<file path="src/rtl/uart_pkg.sv">
// Shared definitions for io_uart: register offsets, STATUS bit positions and the
// serial FSM state encoding used by both the transmitter and the receiver.
package uart_pkg;

  localparam logic [1:0] REG_DATA   = 2'd0;
  localparam logic [1:0] REG_STATUS = 2'd1;
  localparam logic [1:0] REG_BAUD   = 2'd2;

  localparam int unsigned ST_TX_FULL  = 0;
  localparam int unsigned ST_TX_EMPTY = 1;
  localparam int unsigned ST_TX_BUSY  = 2;
  localparam int unsigned ST_RX_VALID = 3;
  localparam int unsigned ST_RX_OVR   = 4;
  localparam int unsigned ST_RX_FERR  = 5;

  typedef enum logic [1:0] {
    StIdle,
    StStart,
    StData,
    StStop
  } ser_state_e;

endpackage

</file>
<file path="src/rtl/uart_tx_fifo.sv">
// Synchronous byte FIFO with 2^FIFO_AW entries; a push while full is dropped even when a
// pop happens in the same cycle. A count register separates full from empty.
module uart_tx_fifo #(
  parameter int unsigned FIFO_AW = 3
) (
  input  logic       clk,
  input  logic       rst,
  input  logic       push,
  input  logic [7:0] wdata,
  input  logic       pop,
  output logic [7:0] rdata,
  output logic       full,
  output logic       empty
);

  localparam int unsigned Depth = 2 ** FIFO_AW;

  logic [7:0]         mem [Depth];
  logic [FIFO_AW-1:0] wr_ptr_q, rd_ptr_q;
  logic [FIFO_AW:0]   count_q;
  logic               do_push, do_pop;

  assign full    = (count_q == (FIFO_AW + 1)'(Depth));
  assign empty   = (count_q == '0);
  assign do_push = push && !full;
  assign do_pop  = pop && !empty;
  assign rdata   = mem[rd_ptr_q];

  always_ff @(posedge clk) begin
    if (do_push) mem[wr_ptr_q] <= wdata;
  end

  always_ff @(posedge clk or posedge rst) begin
    if (rst) begin
      wr_ptr_q <= '0;
      rd_ptr_q <= '0;
      count_q  <= '0;
    end else begin
      if (do_push) wr_ptr_q <= wr_ptr_q + FIFO_AW'(1);
      if (do_pop)  rd_ptr_q <= rd_ptr_q + FIFO_AW'(1);
      if (do_push && !do_pop)      count_q <= count_q + (FIFO_AW + 1)'(1);
      else if (!do_push && do_pop) count_q <= count_q - (FIFO_AW + 1)'(1);
    end
  end

endmodule

</file>
<file path="src/rtl/io_uart.sv">
// Memory-mapped UART: TX FIFO + serializer, register decode, and a single-byte receiver
// that is built only when UART_RX_EN is defined.
module io_uart import uart_pkg::*; #(
  parameter int unsigned DEFAULT_DIV = 434,
  parameter int unsigned FIFO_AW     = 3
) (
  input  logic        clk,
  input  logic        rst,
  input  logic [31:0] io_addr_i,
  input  logic        io_ce_i,
  input  logic        io_we_i,
  input  logic [31:0] io_wdata_i,
  output logic [31:0] io_rdata_o,
  output logic        uart_txd,
  input  logic        uart_rxd
);

  logic [1:0]  reg_sel;
  logic        wr_en, rd_en;
  logic [15:0] baud_q;

  assign reg_sel = io_addr_i[3:2];
  assign wr_en   = io_ce_i & io_we_i;
  assign rd_en   = io_ce_i & ~io_we_i;

  logic unused_bits;
  assign unused_bits = ^{io_addr_i[31:4], io_addr_i[1:0], io_wdata_i[31:16]};

  always_ff @(posedge clk or posedge rst) begin
    if (rst) begin
      baud_q <= 16'(DEFAULT_DIV);
    end else if (wr_en && reg_sel == REG_BAUD) begin
      baud_q <= (io_wdata_i[15:0] < 16'd2) ? 16'd2 : io_wdata_i[15:0];
    end
  end

  // Transmit path
  logic       fifo_push, fifo_pop, fifo_full, fifo_empty;
  logic [7:0] fifo_rdata;

  ser_state_e  tx_state_q;
  logic [15:0] tx_div_q, tx_cnt_q;
  logic [7:0]  tx_shift_q;
  logic [2:0]  tx_idx_q;
  logic        tx_tick;

  assign fifo_push = wr_en && reg_sel == REG_DATA;
  assign tx_tick   = (tx_cnt_q == 16'd0);
  assign fifo_pop  = !fifo_empty && (tx_state_q == StIdle || (tx_state_q == StStop && tx_tick));

  uart_tx_fifo #(
    .FIFO_AW (FIFO_AW)
  ) u_tx_fifo (
    .clk   (clk),
    .rst   (rst),
    .push  (fifo_push),
    .wdata (io_wdata_i[7:0]),
    .pop   (fifo_pop),
    .rdata (fifo_rdata),
    .full  (fifo_full),
    .empty (fifo_empty)
  );

  always_ff @(posedge clk or posedge rst) begin
    if (rst) begin
      tx_state_q <= StIdle;
      tx_div_q   <= 16'(DEFAULT_DIV);
      tx_cnt_q   <= '0;
      tx_shift_q <= '0;
      tx_idx_q   <= '0;
      uart_txd   <= 1'b1;
    end else begin
      unique case (tx_state_q)
        StIdle: begin
          if (fifo_pop) begin
            tx_state_q <= StStart;
            tx_shift_q <= fifo_rdata;
            tx_div_q   <= baud_q;
            tx_cnt_q   <= baud_q - 16'd1;
            uart_txd   <= 1'b0;
          end
        end
        StStart: begin
          if (tx_tick) begin
            tx_state_q <= StData;
            tx_idx_q   <= '0;
            tx_cnt_q   <= tx_div_q - 16'd1;
            uart_txd   <= tx_shift_q[0];
            tx_shift_q <= {1'b0, tx_shift_q[7:1]};
          end else begin
            tx_cnt_q <= tx_cnt_q - 16'd1;
          end
        end
        StData: begin
          if (tx_tick) begin
            tx_cnt_q <= tx_div_q - 16'd1;
            if (tx_idx_q == 3'd7) begin
              tx_state_q <= StStop;
              uart_txd   <= 1'b1;
            end else begin
              tx_idx_q   <= tx_idx_q + 3'd1;
              uart_txd   <= tx_shift_q[0];
              tx_shift_q <= {1'b0, tx_shift_q[7:1]};
            end
          end else begin
            tx_cnt_q <= tx_cnt_q - 16'd1;
          end
        end
        StStop: begin
          if (tx_tick) begin
            if (fifo_pop) begin
              // Chain straight into the next start bit so back-to-back bytes have no gap.
              tx_state_q <= StStart;
              tx_shift_q <= fifo_rdata;
              tx_div_q   <= baud_q;
              tx_cnt_q   <= baud_q - 16'd1;
              uart_txd   <= 1'b0;
            end else begin
              tx_state_q <= StIdle;
            end
          end else begin
            tx_cnt_q <= tx_cnt_q - 16'd1;
          end
        end
      endcase
    end
  end

  // Receive path
  logic [7:0] rx_byte;
  logic       rx_valid, rx_ovr, rx_ferr;

`ifdef UART_RX_EN
  logic [1:0]  rx_sync_q;
  logic        rx_prev_q, rx_in, rx_rd;
  ser_state_e  rx_state_q;
  logic [15:0] rx_div_q, rx_cnt_q;
  logic [7:0]  rx_shift_q, rx_byte_q;
  logic [2:0]  rx_idx_q;
  logic        rx_valid_q, rx_ovr_q, rx_ferr_q;

  assign rx_in    = rx_sync_q[1];
  assign rx_rd    = rd_en && reg_sel == REG_DATA;
  assign rx_byte  = rx_byte_q;
  assign rx_valid = rx_valid_q;
  assign rx_ovr   = rx_ovr_q;
  assign rx_ferr  = rx_ferr_q;

  always_ff @(posedge clk or posedge rst) begin
    if (rst) begin
      rx_sync_q  <= 2'b11;
      rx_prev_q  <= 1'b1;
      rx_state_q <= StIdle;
      rx_div_q   <= 16'(DEFAULT_DIV);
      rx_cnt_q   <= '0;
      rx_shift_q <= '0;
      rx_byte_q  <= '0;
      rx_idx_q   <= '0;
      rx_valid_q <= 1'b0;
      rx_ovr_q   <= 1'b0;
      rx_ferr_q  <= 1'b0;
    end else begin
      rx_sync_q <= {rx_sync_q[0], uart_rxd};
      rx_prev_q <= rx_in;
      if (rx_rd) begin
        rx_valid_q <= 1'b0;
        rx_ovr_q   <= 1'b0;
        rx_ferr_q  <= 1'b0;
      end
      unique case (rx_state_q)
        StIdle: begin
          if (rx_prev_q && !rx_in) begin
            rx_state_q <= StStart;
            rx_div_q   <= baud_q;
            rx_cnt_q   <= (baud_q >> 1) - 16'd1;
          end
        end
        StStart: begin
          if (rx_cnt_q == 16'd0) begin
            if (rx_in) begin
              rx_state_q <= StIdle;
            end else begin
              rx_state_q <= StData;
              rx_idx_q   <= '0;
              rx_cnt_q   <= rx_div_q - 16'd1;
            end
          end else begin
            rx_cnt_q <= rx_cnt_q - 16'd1;
          end
        end
        StData: begin
          if (rx_cnt_q == 16'd0) begin
            rx_shift_q <= {rx_in, rx_shift_q[7:1]};
            rx_cnt_q   <= rx_div_q - 16'd1;
            if (rx_idx_q == 3'd7) rx_state_q <= StStop;
            else                  rx_idx_q   <= rx_idx_q + 3'd1;
          end else begin
            rx_cnt_q <= rx_cnt_q - 16'd1;
          end
        end
        StStop: begin
          if (rx_cnt_q == 16'd0) begin
            rx_state_q <= StIdle;
            // Completion beats a coincident DATA read; a byte consumed that cycle is no overrun.
            if (rx_in) begin
              rx_byte_q  <= rx_shift_q;
              rx_valid_q <= 1'b1;
              rx_ovr_q   <= (rx_valid_q || rx_ovr_q) && !rx_rd;
            end else begin
              rx_ferr_q <= 1'b1;
            end
          end else begin
            rx_cnt_q <= rx_cnt_q - 16'd1;
          end
        end
      endcase
    end
  end
`else
  logic unused_rxd;
  assign unused_rxd = uart_rxd;
  assign rx_byte    = '0;
  assign rx_valid   = 1'b0;
  assign rx_ovr     = 1'b0;
  assign rx_ferr    = 1'b0;
`endif

  logic [5:0] status;

  always_comb begin
    status              = '0;
    status[ST_TX_FULL]  = fifo_full;
    status[ST_TX_EMPTY] = fifo_empty;
    status[ST_TX_BUSY]  = (tx_state_q != StIdle);
    status[ST_RX_VALID] = rx_valid;
    status[ST_RX_OVR]   = rx_ovr;
    status[ST_RX_FERR]  = rx_ferr;
  end

  always_comb begin
    io_rdata_o = '0;
    if (rd_en) begin
      case (reg_sel)
        REG_DATA:   io_rdata_o = {24'b0, rx_byte};
        REG_STATUS: io_rdata_o = {26'b0, status};
        REG_BAUD:   io_rdata_o = {16'b0, baud_q};
        default:    io_rdata_o = '0;
      endcase
    end
  end

endmodule

</file>
<file path="config.mk">
export PLATFORM = sky130hd
export DESIGN_NAME = io_uart
export DESIGN_NICKNAME = d
export VERILOG_FILES = /design/src/rtl/uart_pkg.sv /design/src/rtl/uart_tx_fifo.sv /design/src/rtl/io_uart.sv
export SDC_FILE = /design/constraint.sdc
export NUM_CORES = 1
export LEC_CHECK = 0
export BUFFER_PORTS_ARGS = -buffer_cell sky130_fd_sc_hd__buf_2
export CAP_MARGIN = 20
export CORE_ASPECT_RATIO = 0.9
export CORE_UTILIZATION = 55
export CTS_BUF_LIST = sky130_fd_sc_hd__clkbuf_4 sky130_fd_sc_hd__clkbuf_8 sky130_fd_sc_hd__clkbuf_16
export DETAILED_ROUTE_END_ITERATION = 12
export PLACE_DENSITY = 0.77
export REMOVE_ABC_BUFFERS = 1
export SLEW_MARGIN = 20
export SYNTH_ARGS = -nofsm -noshare
export SYNTH_HDL_FRONTEND = slang
export SYNTH_HIERARCHICAL = 1
export SYNTH_SLANG_ARGS = --single-unit
</file>
<file path="constraint.sdc">
create_clock -name clk -period 7.5 [get_ports clk]
set_input_delay 1.5 -clock clk [delete_from_list [all_inputs] [get_ports clk]]
set_output_delay 1.5 -clock clk [all_outputs]
set_load 0.005 [all_outputs]
</file>
# After elaboration in Yosys (flattened, before gate mapping)
# Memories as Yosys holds them, arrays and structs flattened.
# Index checks and enable logic that the tools add are counted.
[totals]
ff_bits = 72
mem_bits_rw = 64
out_inout_bits = 33
n_memories = 1
[mem_list]
columns = ["memory", "depth", "word_bits", "rd", "rd_ports_with_merged_regs", "wr", "line_no", "rtl"]
rows = [
  ["u_tx_fifo.mem", 8, 8, 1, 0, 1, "uart_tx_fifo.sv:18", "logic [7:0] mem [Depth];"],
]
[op_classes]
n_addsub = 8
magnitude_cmp = 1
n_eq_ne = 13
mux = 37
n_bitwise = 3
n_reduce_logical = 27
[op_table]
columns = ["cell", "n"]
rows = [
  ["$mux 16", 7],
  ["$pmux 16 s2", 2],
  ["$pmux 16 s3", 1],
  ["$sub 16x1->16 const B", 3],
  ["$mux 8", 5],
  ["$pmux 8 s4", 1],
  ["$logic_not 16->1", 1],
  ["$lt 16x2->1 const B", 1],
  ["$mux 2", 5],
  ["$ne 2x2->1 const B", 5],
  ["$add 3x1->3 const B", 3],
  ["$mux 3", 3],
  ["$logic_and 1x1->1", 8],
  ["$mux 1", 8],
  ["$mux 4", 2],
  ["$pmux 2 s4", 1],
  ["$reduce_and 4->1", 2],
  ["$reduce_bool 2->1", 4],
  ["$eq 2x2->1 const B", 3],
  ["$pmux 3 s2", 1],
  ["$reduce_and 5->1", 1],
  ["$add 4x1->4 const B", 1],
  ["$eq 2x1->1 const B", 2],
  ["$eq 4x4->1 const B", 1],
  ["13 further kinds", 18],
]

# Logic depth before layout (Yosys ltp)
[logic_depth]
ltp_word = 8
mapped_depth = 14
ltp_nobuf = 12

# By module
# Netlist, hierarchy kept.
[modules_own_cells]
columns = ["module", "instances", "cells_per_inst", "area_each_um2", "seq_area_each_um2"]
rows = [
  ["io_uart", 1, 456, 4210.3, 1565.3],
  ["uart_tx_fifo", 1, 157, 3134.3, 2172.1],
]

# Least setup slack after synthesis
# OpenSTA, ideal clock, no wires.
[synth_path]
path_kind = "input port to output port"
startpoint = "in io_addr_i[2]"
endpoint = "out io_rdata_o[10]"
arrival_time_ps = 2312
path_slack_ps = 3688
path_stages = 5
path_buffers = 1
cell_sequence = "inv_1 > ha_1 > and3b_1 > clkbuf_1 > and2_1"
[synth_between]
elab_chain_len = 3
word_cells_on_any_way = 4
classes_between = "2 x eq/ne; 2 x mux"
[synth_lines]
columns = ["item", "line_no", "rtl"]
rows = [
  ["from (decl)", "io_uart.sv:9", "input logic [31:0] io_addr_i,"],
  ["$eq 2x2->1 / $eq 2x1->1 (equally long branches)", "io_uart.sv:243", "case (reg_sel)"],
  ["$pmux 16 s2 (*)", "io_uart.sv:243", ""],
  ["$mux 16 (*)", "io_uart.sv:242", "if (rd_en) begin"],
  ["to (decl)", "io_uart.sv:13", "output logic [31:0] io_rdata_o,"],
]
# Mark *: on every way between the ends. The rest lies on a longest branch, timed or not.

# Worst setup path after layout
[layout_path]
startpoint = "in io_addr_i[2]"
endpoint = "out io_rdata_o[3]"
# The elaborated chain is that of the path after synthesis.

==> results_dict.tcl <==
set metrics [dict create \
    outcome "finished, final reports clean" \
    setup.worst_path.class "primary input to primary output" \
    initial_antenna_violation_count 0 \
    finalSetupViolations 0 \
    min_period_ns 4.19 \
    arrival_ns 2.69 \
    layout_stage_area_growth_over_the_synthesis_result_pct 10.8 \
    hpwlAfterDp_um 10800 \
    dr.pass1.iters 4 \
    syn-mean-instance-area_um2 12.0 \
    remaining_drc_errors 0 \
    grt_pass1_vias 4908 \
    grt_start_max_net_pins 63 \
    detail_route.iter0.violations 573 \
    hold_vio_cnt_final 0 \
    finish.utilization 0.634 \
    setup_slack_ns 3.31 \
    design_power_total_uw 3240 \
    clk_pin_slew_ns 0.06 \
    yosysWarnings 6 \
    dominantRegCellSynth "edfxtp_1" \
    total_number_of_h_tree_levels 4 \
    power.internal_uw 1970 \
    dp_worst_slack_ns 3.36 \
    core_area_um2 12800 \
    power.net_switching_uw 1270 \
    layout-drive-gt1-share 0.219 \
    setup-tns-final_ns 0 \
    count_of_vias_placed_by_the_detailed_router 5043 \
    track_usage 0.250 \
    global_route.usage.met1 0.357 \
    finalCritPeriodShare 0.559 \
    skew_ns 0.0119 \
    powerDensity_nw_per_um2 398 \
    post_cts_resize_count 0 \
    power.combinational.fraction 0.384 \
    global_route.peak_usage_layer "met2" \
    route.detailed.wl_per_inst_um 19.2 \
    vdd_drop_max_uv 201 \
    sort_of_element_at_the_start_of_the_critical_path "primary input" \
    clock_insertion_delay_at_the_later_pin_of_the_skew_report_ns 0.43 \
    die_x_um 124 \
    tritoncts "yes" \
    netlist_area_um2 7340 \
    cts_hold_buf 0 \
    reg2regPathDepth 10 \
    postCtsSetupBuffers 0 \
    end_kind "primary output" \
    dieArea_um2 13800 \
    port-buffer-count 38 \
    grt_overflow 0 \
    holdCritStartpoint "uart_txd" \
    detail_route.vias_per_cell 6.13 \
    place_congestion 0.901 \
    hold_depth 2 \
    synth.ff_latch_count 136 \
    die-height_um 112 \
    grt_pass1_wl_um 25900 \
    seq_power_share 0.373 \
    setup_repair_after_global_routing_missed_its_margin "no" \
    cellLeakagePower_uw 0.00320 \
    grtUsageMet2 0.374 \
    commonest_cells_after_routing_fill_and_taps_aside "64 x edfxtp_1, 61 x dfrtp_1, 40 x mux2_2" \
    min_delay_worst_endpoint "uart_txd" \
    synth_seq_area_share 0.509 \
    critical_path.reg2reg.endpoint "u_tx_fifo/count_q[3]" \
    ant_nets 0 \
    final-max-slew-violation-count 0 \
    clock_power_share 0.242 \
    syn_inst 613 \
    max_cap_viol_count 0 \
    final_net_count 735 \
    cts_made_buffers 17 \
    ff2ff_setup_slack_ns 3.55 \
    layout.cells.most_common "edfxtp_1" \
    initial_core_util 0.572 \
    tightest_slew_ns 0.918 \
    min_path_type "flop to flop" \
    regToRegStartpoint "tx_cnt_q[3]" \
    synthArstFlopShare 0.529 \
    clock_tree.root_cell "clkbuf_16" \
    max_slew_margin 0.386 \
    fmax_mhz 238 \
    crit_fanout 13 \
    floorplan.rows 39 \
    global_route_met3_usage 0.0461 \
    num_io_pins 102 \
    clock_sinks 136 \
    switching_share 0.393 \
    postRouteWirelength_um 15800 \
    yosysUniqueCellTypes 65 \
    num_antenna_cells 0 \
    cts_buffer_depth 2 \
    worst-endpoint-required_ns 6.00 \
    synth_edf_count 64 \
]
==> power by group through the flow <==
stage / Clock [uW] / Combinational (uW) / Sequential, uW
floorplan: 0 / 967 / 1140
global placement: 0 / 1170 / 1200
detailed placement: 0 / 1220 / 1220
CTS: 797 / 1230 / 1210
global route: 828 / 1370 / 1240
finish: 786 / 1250 / 1210
==> cell families after synthesis <==
family / count (synthesis) / share of synthesized area
buffers and inverters: 64 / 0.0463
other: 1 / 0.000511
DFF: 136 / 0.509
muxes: 65 / 0.131
and+or+nand+nor: 193 / 0.145
AOI/OAI and AO/OA: 94 / 0.0854
adders and majority gates: 20 / 0.0351
xor gates and xnor gates: 40 / 0.0477
==> through the flow <==
step,std cells,cell area (um^2),hold WS (ns)
floorplan,584,7140,0.457
global route,823,8140,0.513
global placement,791,7570,0.476
CTS,823,8130,0.480
detailed placement,791,7570,0.470
finish,823,8140,0.473
==> sequential cells by signal (all words and copies together) (netlist names) <==
signal and count:
u_tx_fifo/count_q 4, tx_state_q 2, u_tx_fifo/mem 64, u_tx_fifo/wr_ptr_q 3, baud_q 16, tx_shift_q 8
tx_cnt_q 16, tx_div_q 16, u_tx_fifo/rd_ptr_q 3, tx_idx_q 3, uart_txd 1
==> area by class of cell <==
cell class	instances	area, um^2
Clock buffer	17	425
Clock inverter	15	134
Fill cell	931	4700
Inverter	20	75.1
Multi-Input combinational cell	428	3330
Sequential cell	136	3740
Tap cell	164	205
Timing Repair Buffer	43	228
==> cell usage after synthesis (11+ instances only) <==
cell / n / area [um^2]
buf_4: 17 / 128
xnor2_1: 22 / 193
o22ai_1: 13 / 81.3
xor2_1: 18 / 158
ha_1: 19 / 238
and2_1: 13 / 81.3
mux2_2: 40 / 450
o21ai_0: 27 / 135
mux4_1: 16 / 420
nor3_1: 35 / 175
inv_1: 20 / 75.1
edfxtp_1: 64 / 1920
nor2_1: 31 / 116
dfrtp_1: 61 / 1530
clkbuf_1: 15 / 56.3
a21oi_1: 15 / 75.1
dfstp_2: 11 / 289
nand2_1: 35 / 131
nand3_1: 15 / 75.1
==> critical path, cell delays in order <==
cell     delay (ns)
buf_2          0.11
inv_1          0.07
ha_1           0.23
and3b_1        0.45
and2_1         0.21
buf_2          0.12
==> routing by layer <==
metal / vias to the layer above / part of all wire
met2: 187 / 0.47
met3: 25 / 0.059
met4: 0 / 0.022
li1: 2346 / -
met1: 2485 / 0.45
met5: - / 0
==> worst max-delay path by stage <==
stage | start | end | slack (ns)
after floorplan | tx_cnt_q[0] | u_tx_fifo/count_q[3] | 2.69
after global placement | io_addr_i[2] | io_rdata_o[3] | 3.39
after detailed placement | io_addr_i[2] | io_rdata_o[3] | 3.36
after CTS | io_addr_i[2] | io_rdata_o[3] | 3.34
after global routing | tx_cnt_q[3] | u_tx_fifo/count_q[3] | 3.23
final | io_addr_i[2] | io_rdata_o[3] | 3.31
Note: power is estimated with default switching activity, not from simulation.
